<file path="src/rtl/decode_stage.sv">
`default_nettype none
// ============================================================================
// Module   : decode_stage
// Desc     : RV32I decode stage: 32-entry register file with write-through
//            bypass, immediate/control decode, load-use interlock, ID/EX reg.
// Revision : 1.0  initial release
// ============================================================================
module decode_stage #(
    parameter int ARCH_LEN = 32,
    parameter int INST_LEN = 32
) (
    input  logic                clk,
    input  logic                rst,
    input  logic [INST_LEN-1:0] inst_in,
    input  logic [ARCH_LEN-1:0] pc_in,
    input  logic                flush_in,
    input  logic                stall_in,
    input  logic                ex_is_load,
    input  logic [4:0]          ex_rd,
    input  logic                wb_en,
    input  logic [4:0]          wb_rd,
    input  logic [ARCH_LEN-1:0] wb_data,
    output logic                stall_fet_out,
    output logic                valid_out,
    output logic [ARCH_LEN-1:0] pc_out,
    output logic [ARCH_LEN-1:0] rs1_data_out,
    output logic [ARCH_LEN-1:0] rs2_data_out,
    output logic [ARCH_LEN-1:0] imm_out,
    output logic [4:0]          rs1_out,
    output logic [4:0]          rs2_out,
    output logic [4:0]          rd_out,
    output logic [2:0]          funct3_out,
    output logic                funct7b5_out,
    output logic                reg_write_out,
    output logic                mem_read_out,
    output logic                mem_write_out,
    output logic                branch_out,
    output logic                jump_out,
    output logic                alu_src_imm_out,
    output logic                pc_src_out,
    output logic                illegal_out
);

    localparam logic [6:0] c_OP_LUI    = 7'b0110111;
    localparam logic [6:0] c_OP_AUIPC  = 7'b0010111;
    localparam logic [6:0] c_OP_JAL    = 7'b1101111;
    localparam logic [6:0] c_OP_JALR   = 7'b1100111;
    localparam logic [6:0] c_OP_BRANCH = 7'b1100011;
    localparam logic [6:0] c_OP_LOAD   = 7'b0000011;
    localparam logic [6:0] c_OP_STORE  = 7'b0100011;
    localparam logic [6:0] c_OP_IMM    = 7'b0010011;
    localparam logic [6:0] c_OP_OP     = 7'b0110011;

    typedef struct packed {
        logic                valid;
        logic                illegal;
        logic                reg_write;
        logic                mem_read;
        logic                mem_write;
        logic                branch;
        logic                jump;
        logic                alu_src_imm;
        logic                pc_src;
        logic [ARCH_LEN-1:0] pc;
        logic [ARCH_LEN-1:0] rs1_data;
        logic [ARCH_LEN-1:0] rs2_data;
        logic [ARCH_LEN-1:0] imm;
        logic [4:0]          rs1;
        logic [4:0]          rs2;
        logic [4:0]          rd;
        logic [2:0]          funct3;
        logic                funct7b5;
    } idex_t;

    logic [ARCH_LEN-1:0] r_regs [0:31];
    idex_t               r_idex;

    logic [31:0]         w_inst;
    logic [6:0]          w_opcode;
    logic [4:0]          w_rd;
    logic [4:0]          w_rs1;
    logic [4:0]          w_rs2;
    logic [31:0]         w_imm_i;
    logic [31:0]         w_imm_s;
    logic [31:0]         w_imm_b;
    logic [31:0]         w_imm_u;
    logic [31:0]         w_imm_j;
    logic [31:0]         w_imm32;
    logic [ARCH_LEN-1:0] w_rs1_data;
    logic [ARCH_LEN-1:0] w_rs2_data;
    logic                w_use_rs1;
    logic                w_use_rs2;
    logic                w_load_use;
    idex_t               w_dec;

    assign w_inst   = inst_in[31:0];
    assign w_opcode = w_inst[6:0];
    assign w_rd     = w_inst[11:7];
    assign w_rs1    = w_inst[19:15];
    assign w_rs2    = w_inst[24:20];

    assign w_imm_i = {{20{w_inst[31]}}, w_inst[31:20]};
    assign w_imm_s = {{20{w_inst[31]}}, w_inst[31:25], w_inst[11:7]};
    assign w_imm_b = {{19{w_inst[31]}}, w_inst[31], w_inst[7], w_inst[30:25], w_inst[11:8], 1'b0};
    assign w_imm_u = {w_inst[31:12], 12'h000};
    assign w_imm_j = {{11{w_inst[31]}}, w_inst[31], w_inst[19:12], w_inst[20], w_inst[30:21], 1'b0};

    // Register file: x0 is never written, so it stays at its reset value of 0
    always_ff @(posedge clk) begin
        if (rst) begin
            for (int i = 0; i < 32; i++) begin
                r_regs[i] <= '0;
            end
        end else if (wb_en && (wb_rd != 5'd0)) begin
            r_regs[wb_rd] <= wb_data;
        end
    end

    always_comb begin
        w_rs1_data = r_regs[w_rs1];
        if (w_rs1 == 5'd0) begin
            w_rs1_data = '0;
        end else if (wb_en && (wb_rd == w_rs1)) begin
            w_rs1_data = wb_data;
        end
    end

    always_comb begin
        w_rs2_data = r_regs[w_rs2];
        if (w_rs2 == 5'd0) begin
            w_rs2_data = '0;
        end else if (wb_en && (wb_rd == w_rs2)) begin
            w_rs2_data = wb_data;
        end
    end

    // All-zero instruction word is the fetch stage's bubble, not an illegal opcode
    always_comb begin
        w_dec     = '0;
        w_use_rs1 = 1'b0;
        w_use_rs2 = 1'b0;
        w_imm32   = 32'h0;
        if (inst_in != '0) begin
            w_dec.valid = 1'b1;
            case (w_opcode)
                c_OP_LUI: begin
                    w_dec.reg_write   = 1'b1;
                    w_dec.alu_src_imm = 1'b1;
                    w_imm32           = w_imm_u;
                end
                c_OP_AUIPC: begin
                    w_dec.reg_write   = 1'b1;
                    w_dec.alu_src_imm = 1'b1;
                    w_dec.pc_src      = 1'b1;
                    w_imm32           = w_imm_u;
                end
                c_OP_JAL: begin
                    w_dec.reg_write   = 1'b1;
                    w_dec.jump        = 1'b1;
                    w_dec.alu_src_imm = 1'b1;
                    w_dec.pc_src      = 1'b1;
                    w_imm32           = w_imm_j;
                end
                c_OP_JALR: begin
                    w_dec.reg_write   = 1'b1;
                    w_dec.jump        = 1'b1;
                    w_dec.alu_src_imm = 1'b1;
                    w_use_rs1         = 1'b1;
                    w_imm32           = w_imm_i;
                end
                c_OP_BRANCH: begin
                    w_dec.branch = 1'b1;
                    w_use_rs1    = 1'b1;
                    w_use_rs2    = 1'b1;
                    w_imm32      = w_imm_b;
                end
                c_OP_LOAD: begin
                    w_dec.reg_write   = 1'b1;
                    w_dec.mem_read    = 1'b1;
                    w_dec.alu_src_imm = 1'b1;
                    w_use_rs1         = 1'b1;
                    w_imm32           = w_imm_i;
                end
                c_OP_STORE: begin
                    w_dec.mem_write   = 1'b1;
                    w_dec.alu_src_imm = 1'b1;
                    w_use_rs1         = 1'b1;
                    w_use_rs2         = 1'b1;
                    w_imm32           = w_imm_s;
                end
                c_OP_IMM: begin
                    w_dec.reg_write   = 1'b1;
                    w_dec.alu_src_imm = 1'b1;
                    w_use_rs1         = 1'b1;
                    w_imm32           = w_imm_i;
                end
                c_OP_OP: begin
                    w_dec.reg_write = 1'b1;
                    w_use_rs1       = 1'b1;
                    w_use_rs2       = 1'b1;
                end
                default: begin
                    w_dec.illegal = 1'b1;
                end
            endcase
            if (w_rd == 5'd0) begin
                w_dec.reg_write = 1'b0;
            end
        end
        w_dec.pc       = pc_in;
        w_dec.rs1_data = w_rs1_data;
        w_dec.rs2_data = w_rs2_data;
        w_dec.imm      = ARCH_LEN'($signed(w_imm32));
        w_dec.rs1      = w_rs1;
        w_dec.rs2      = w_rs2;
        w_dec.rd       = w_rd;
        w_dec.funct3   = w_inst[14:12];
        w_dec.funct7b5 = w_inst[30];
    end

    assign w_load_use = ex_is_load && (ex_rd != 5'd0) &&
                        ((w_use_rs1 && (ex_rd == w_rs1)) || (w_use_rs2 && (ex_rd == w_rs2)));

    assign stall_fet_out = !rst && !flush_in && (stall_in || w_load_use);

    // Priority: reset, flush, downstream hold, load-use bubble, capture
    always_ff @(posedge clk) begin
        if (rst) begin
            r_idex <= '0;
        end else if (flush_in) begin
            r_idex <= '0;
        end else if (stall_in) begin
            r_idex <= r_idex;
        end else if (w_load_use) begin
            r_idex <= '0;
        end else begin
            r_idex <= w_dec;
        end
    end

    assign valid_out       = r_idex.valid;
    assign illegal_out     = r_idex.illegal;
    assign reg_write_out   = r_idex.reg_write;
    assign mem_read_out    = r_idex.mem_read;
    assign mem_write_out   = r_idex.mem_write;
    assign branch_out      = r_idex.branch;
    assign jump_out        = r_idex.jump;
    assign alu_src_imm_out = r_idex.alu_src_imm;
    assign pc_src_out      = r_idex.pc_src;
    assign pc_out          = r_idex.pc;
    assign rs1_data_out    = r_idex.rs1_data;
    assign rs2_data_out    = r_idex.rs2_data;
    assign imm_out         = r_idex.imm;
    assign rs1_out         = r_idex.rs1;
    assign rs2_out         = r_idex.rs2;
    assign rd_out          = r_idex.rd;
    assign funct3_out      = r_idex.funct3;
    assign funct7b5_out    = r_idex.funct7b5;

endmodule
`default_nettype wire

</file>
<file path="config.mk">
export PLATFORM = sky130hd
export DESIGN_NAME = decode_stage
export DESIGN_NICKNAME = d
export VERILOG_FILES = /design/src/rtl/decode_stage.sv
export SDC_FILE = /design/constraint.sdc
export NUM_CORES = 2
export LEC_CHECK = 0
export ABC_CLOCK_PERIOD_IN_PS = 4300
export CORE_MARGIN = 3
export CORE_UTILIZATION = 28
export CTS_CLUSTER_DIAMETER = 40
export DETAILED_ROUTE_END_ITERATION = 8
export GPL_ROUTABILITY_DRIVEN = 0
export GPL_TIMING_DRIVEN = 1
export PLACE_DENSITY = 0.45
export SYNTH_ARGS = -nofsm -noshare
export SYNTH_HDL_FRONTEND = slang
export SYNTH_SLANG_ARGS = --single-unit
</file>
<file path="constraint.sdc">
create_clock -name clk -period 4.3 [get_ports clk]
set_input_delay 1.075 -clock clk [delete_from_list [all_inputs] [get_ports clk]]
set_output_delay 1.075 -clock clk [all_outputs]
set_load 0.01 [all_outputs]
</file>
==> flow_metrics.py <==
metrics = {
    "logic_synthesis": {
        "yosysWarnings": 0,
        "avgSynthCellArea_um2": 11.9,
        "ys.flop_type": "edfxtp_1",
        "yosysTopAreaCell": "edfxtp_1",
        "yosysMostFrequentCell": "mux2i_1",
        "syn_area_um2": 61500,
        "synth_top_area_share_pct": 50.0,
        "synth_seq_area_share_pct": 55.1,
        "ys_types": 53,
        "async_flop_share_pct": 0,
        "synthCells": 5168,
        "ys_ff_latch": 1180,
        "synth-edff-count": 1024,
        "yosys-top-cells-count": "1025 x mux2i_1, 1024 x edfxtp_1, 996 x and2_1",
        "ys_top_cells_by_area": "edfxtp_1 50%, mux2i_1 17%, and2_1 10%",
    },
    "worst_setup_path": {
        "path_class": "input pin to primary output",
        "cp_data_required_time_ns": 3.22,
        "cp_num_cells": 7,
        "critPathArrivalTime_ns": 3.15,
        "path_buf_inv": 2,
        "worst_path_largest_cell_delay_ns": 0.56,
        "rr_worst_depth": 5,
        "cp-start-kind": "input pin",
        "critPathTopFamily": "buffers and inverters",
        "crit_chain": "clkdlybuf4s50_1 > or4_4 > o211ai_1 > a2111oi_4 > a211oi_4 > nor2_2 > dlygate4sd2_1",
        "critPathSlowestCell": "or4_4",
        "crit_fanout": 3,
        "endpoint_kind": "primary output",
    },
    "place": {
        "dp_hpwl_mm": 164,
        "dp_cells": 8096,
        "place_area_um2": 69700,
        "port_buffers": 268,
    },
    "pwr": {
        "internal_power_w": 0.0281,
        "p_sw_share_pct": 25.0,
        "p_switching_w": 0.00940,
        "p_total_w": 0.0375,
        "p_seq_share_pct": 35.7,
        "irDropWorstVdd_uv": 439,
        "p_per_area_nw_per_um2": 476,
        "combPwrFrac_pct": 9.4,
        "p_clk_share_pct": 54.9,
        "p_leak_nw": 30.1,
    },
    "global_route": {
        "grt_overflow": 0,
        "track_usage_pct": 23.8,
        "grt_pass1_vias": 46600,
        "grt_max_degree": 121,
        "grt_antenna_before_repair": 30,
        "grt_pass1_wl_mm": 377,
    },
    "clock_tree": {
        "cts_hold_buf": 0,
        "tritoncts": "built",
        "clk_pin_slew_ns": 0.04,
        "cts_made_buffers": 274,
        "cts_sinks": 1180,
        "post_cts_buffers": 0,
        "max-clock-path-buffers": 4,
        "htree_levels": 5,
        "cts_root_buf": "clkbuf_16",
        "insertion_delay_ns": 0.93,
    },
    "finish": {
        "drive_gt1_share_pct": 14.5,
        "stdcell_area_um2": 78800,
        "final_cells": 8581,
        "final.fill_count": 21000,
        "final_net_count": 5630,
        "area_growth_pct": 28.1,
    },
    "detailed_routing": {
        "wl_per_cell_um": 32.2,
        "wl_mm": 276,
        "via_count": 46000,
        "drt_iter0_drc": 4642,
        "drc_errors": 0,
        "dr.pass1.iters": 6,
        "routed_via_density": 5.37,
        "antenna_left": 0,
    },
    "timing": {
        "grt_setup_unrepaired": "false",
        "finalClockSkew_ns": 0.0761,
        "fin_crit_sh_pct": 98.3,
        "relSlewSlack_pct": 16.6,
        "holdWs_ns": 0.446,
        "period_needed_ns": 4.23,
        "finalSetupViolations": 0,
        "report.final.slew_viol_count": 0,
        "setup_tns_ns": 0,
        "max_freq_mhz": 237,
        "finalHoldViolations": 0,
        "tightest_slew_ns": 1.25,
    },
    "floorplan": {
        "rows": 171,
        "die_w_um": 475,
        "core-area_um2": 218000,
        "die_height_um": 475,
        "io_pins": 269,
        "start_util_pct": 28.2,
        "die_area_um2": 225000,
    },
    "flow_run": {
        "drv_cap": 0,
    },
    "hold_path": {
        "hold_path_class": "flip-flop to flip-flop",
        "holdPathStages": 2,
    },
    "outcome": {
        "status": "finished, final reports clean",
    },
}
[path summary, 6_finish.rpt]
kind                                    start                            to  slack [ns]
setup / recovery                     ex_rd[1]                 stall_fet_out        0.07
hold / removal       imm_out[16]$_SDFFE_PN0N_      imm_out[16]$_SDFFE_PN0N_        0.45
setup reg to reg  r_regs[11][1]$_SDFFCE_PN0P_  rs2_data_out[1]$_SDFFE_PN0N_        2.56
hold reg to reg      imm_out[16]$_SDFFE_PN0N_      imm_out[16]$_SDFFE_PN0N_        0.45
[metal layers]
metal	vias to the layer above	GRT usage, %	routed length (um)
met1	23400	30.7	115000
met2	2127	38.7	128000
met5	-	0	13
li1	20000	-	-
met3	559	4.69	20600
met4	2	10.2	12300
[power groups by stage]
stage	clock network [W]	logic [W]	registers, W
2_1_floorplan	0	0.00179	0.0135
3_3_place_gp	0	0.00350	0.0136
3_5_place_dp	0	0.00351	0.0136
4_1_cts	0.0209	0.00353	0.0134
5_1_grt	0.0214	0.00369	0.0135
6_report	0.0206	0.00354	0.0134
[cell families after synthesis]
kind of cell           share of synthesized area (%)
AND/OR/NAND/NOR                                 16.0
multiplexers                                    16.7
AO/OA/AOI/OAI                                   8.52
other                                        0.00609
flip-flops                                      55.1
XOR/XNOR                                       0.285
buffers and inverters                           3.48
[worst reg2reg max path, delay by kind of cell (launching register included)]
family	cells	cell delay [ns]
compound gates	2	0.51
flops	1	0.40
mux	1	0.17
simple gates	2	0.56
[layout make-up]
type / count / area (um2) / share of cell area (%)
timing repair buffer: 564 / 6270 / 7.95
inverter: 2 / 7.51 / 0.00953
sequential: 1180 / 33900 / 43.0
clock inverter: 159 / 1800 / 2.29
antenna: 11 / 27.5 / 0.0349
clock buffer: 315 / 7230 / 9.17
tap: 2854 / 3570 / 4.53
multi-input combinational: 3496 / 26000 / 33.0
[per-stage QoR]
| stage | utilization [%] | worst slack [ns] |
|---|---|---|
| 2_1_floorplan | - | 0.528 |
| 3_3_place_gp | 32.0 | -0.591 |
| 3_5_place_dp | 32.0 | -0.511 |
| 4_1_cts | 36.2 | 0.0461 |
| 5_1_grt | 36.2 | 0.00167 |
| 6_report | 36.2 | 0.0747 |
[sequential cells by signal, indices dropped and copies added, names as in the netlist]
| register | count |
|---|---|
| rs2_out | 5 |
| r_regs | 1024 |
| reg_write_out | 1 |
| rs1_data_out | 32 |
| branch_out | 1 |
| imm_out | 32 |
| alu_src_imm_out | 1 |
| illegal_out | 1 |
| rs1_out | 5 |
| mem_read_out | 1 |
| rd_out | 5 |
| pc_out | 32 |
| rs2_data_out | 32 |
| jump_out | 1 |
| funct3_out | 3 |
| valid_out | 1 |
| funct7b5_out | 1 |
| pc_src_out | 1 |
| mem_write_out | 1 |
[layout by cell type (no fill, tap or decap), types with 11 or more instances in the layout]
master | synthesis | final
mux2i_1 | 1025 | 1025
edfxtp_1 | 1024 | 1024
and2_1 | 996 | 993
a22oi_1 | 504 | 504
clkbuf_16 | 0 | 279
nand3_1 | 263 | 263
clkdlybuf4s50_1 | 0 | 261
buf_4 | 0 | 189
dfxtp_1 | 156 | 156
nand2_1 | 128 | 126
buf_12 | 0 | 109
a21oi_1 | 88 | 88
nor2_1 | 104 | 69
nand4_1 | 67 | 67
a221o_1 | 64 | 64
and3_1 | 40 | 40
clkinv_2 | 0 | 39
nor2_4 | 0 | 34
nor3_1 | 35 | 34
conb_1 | 1 | 32
clkinvlp_4 | 0 | 31
bufinv_16 | 0 | 30
or2_2 | 32 | 25
clkbuf_1 | 371 | 25
clkinv_1 | 0 | 21
o21ai_1 | 19 | 17
clkinv_4 | 0 | 17
xnor2_1 | 14 | 13
o21ai_0 | 13 | 13
inv_6 | 0 | 13
diode_2 | 0 | 11
a22o_1 | 11 | 11
clkbuf_8 | 0 | 11
[repair_timing]
action | in CTS | in global routing
hold endpoints to repair | 0 | 0
resized for setup | 7 | 0
setup endpoints to repair | 1 | 1
pin swaps | 1 | 1
No activity file was read; power rests on OpenSTA's default activity.
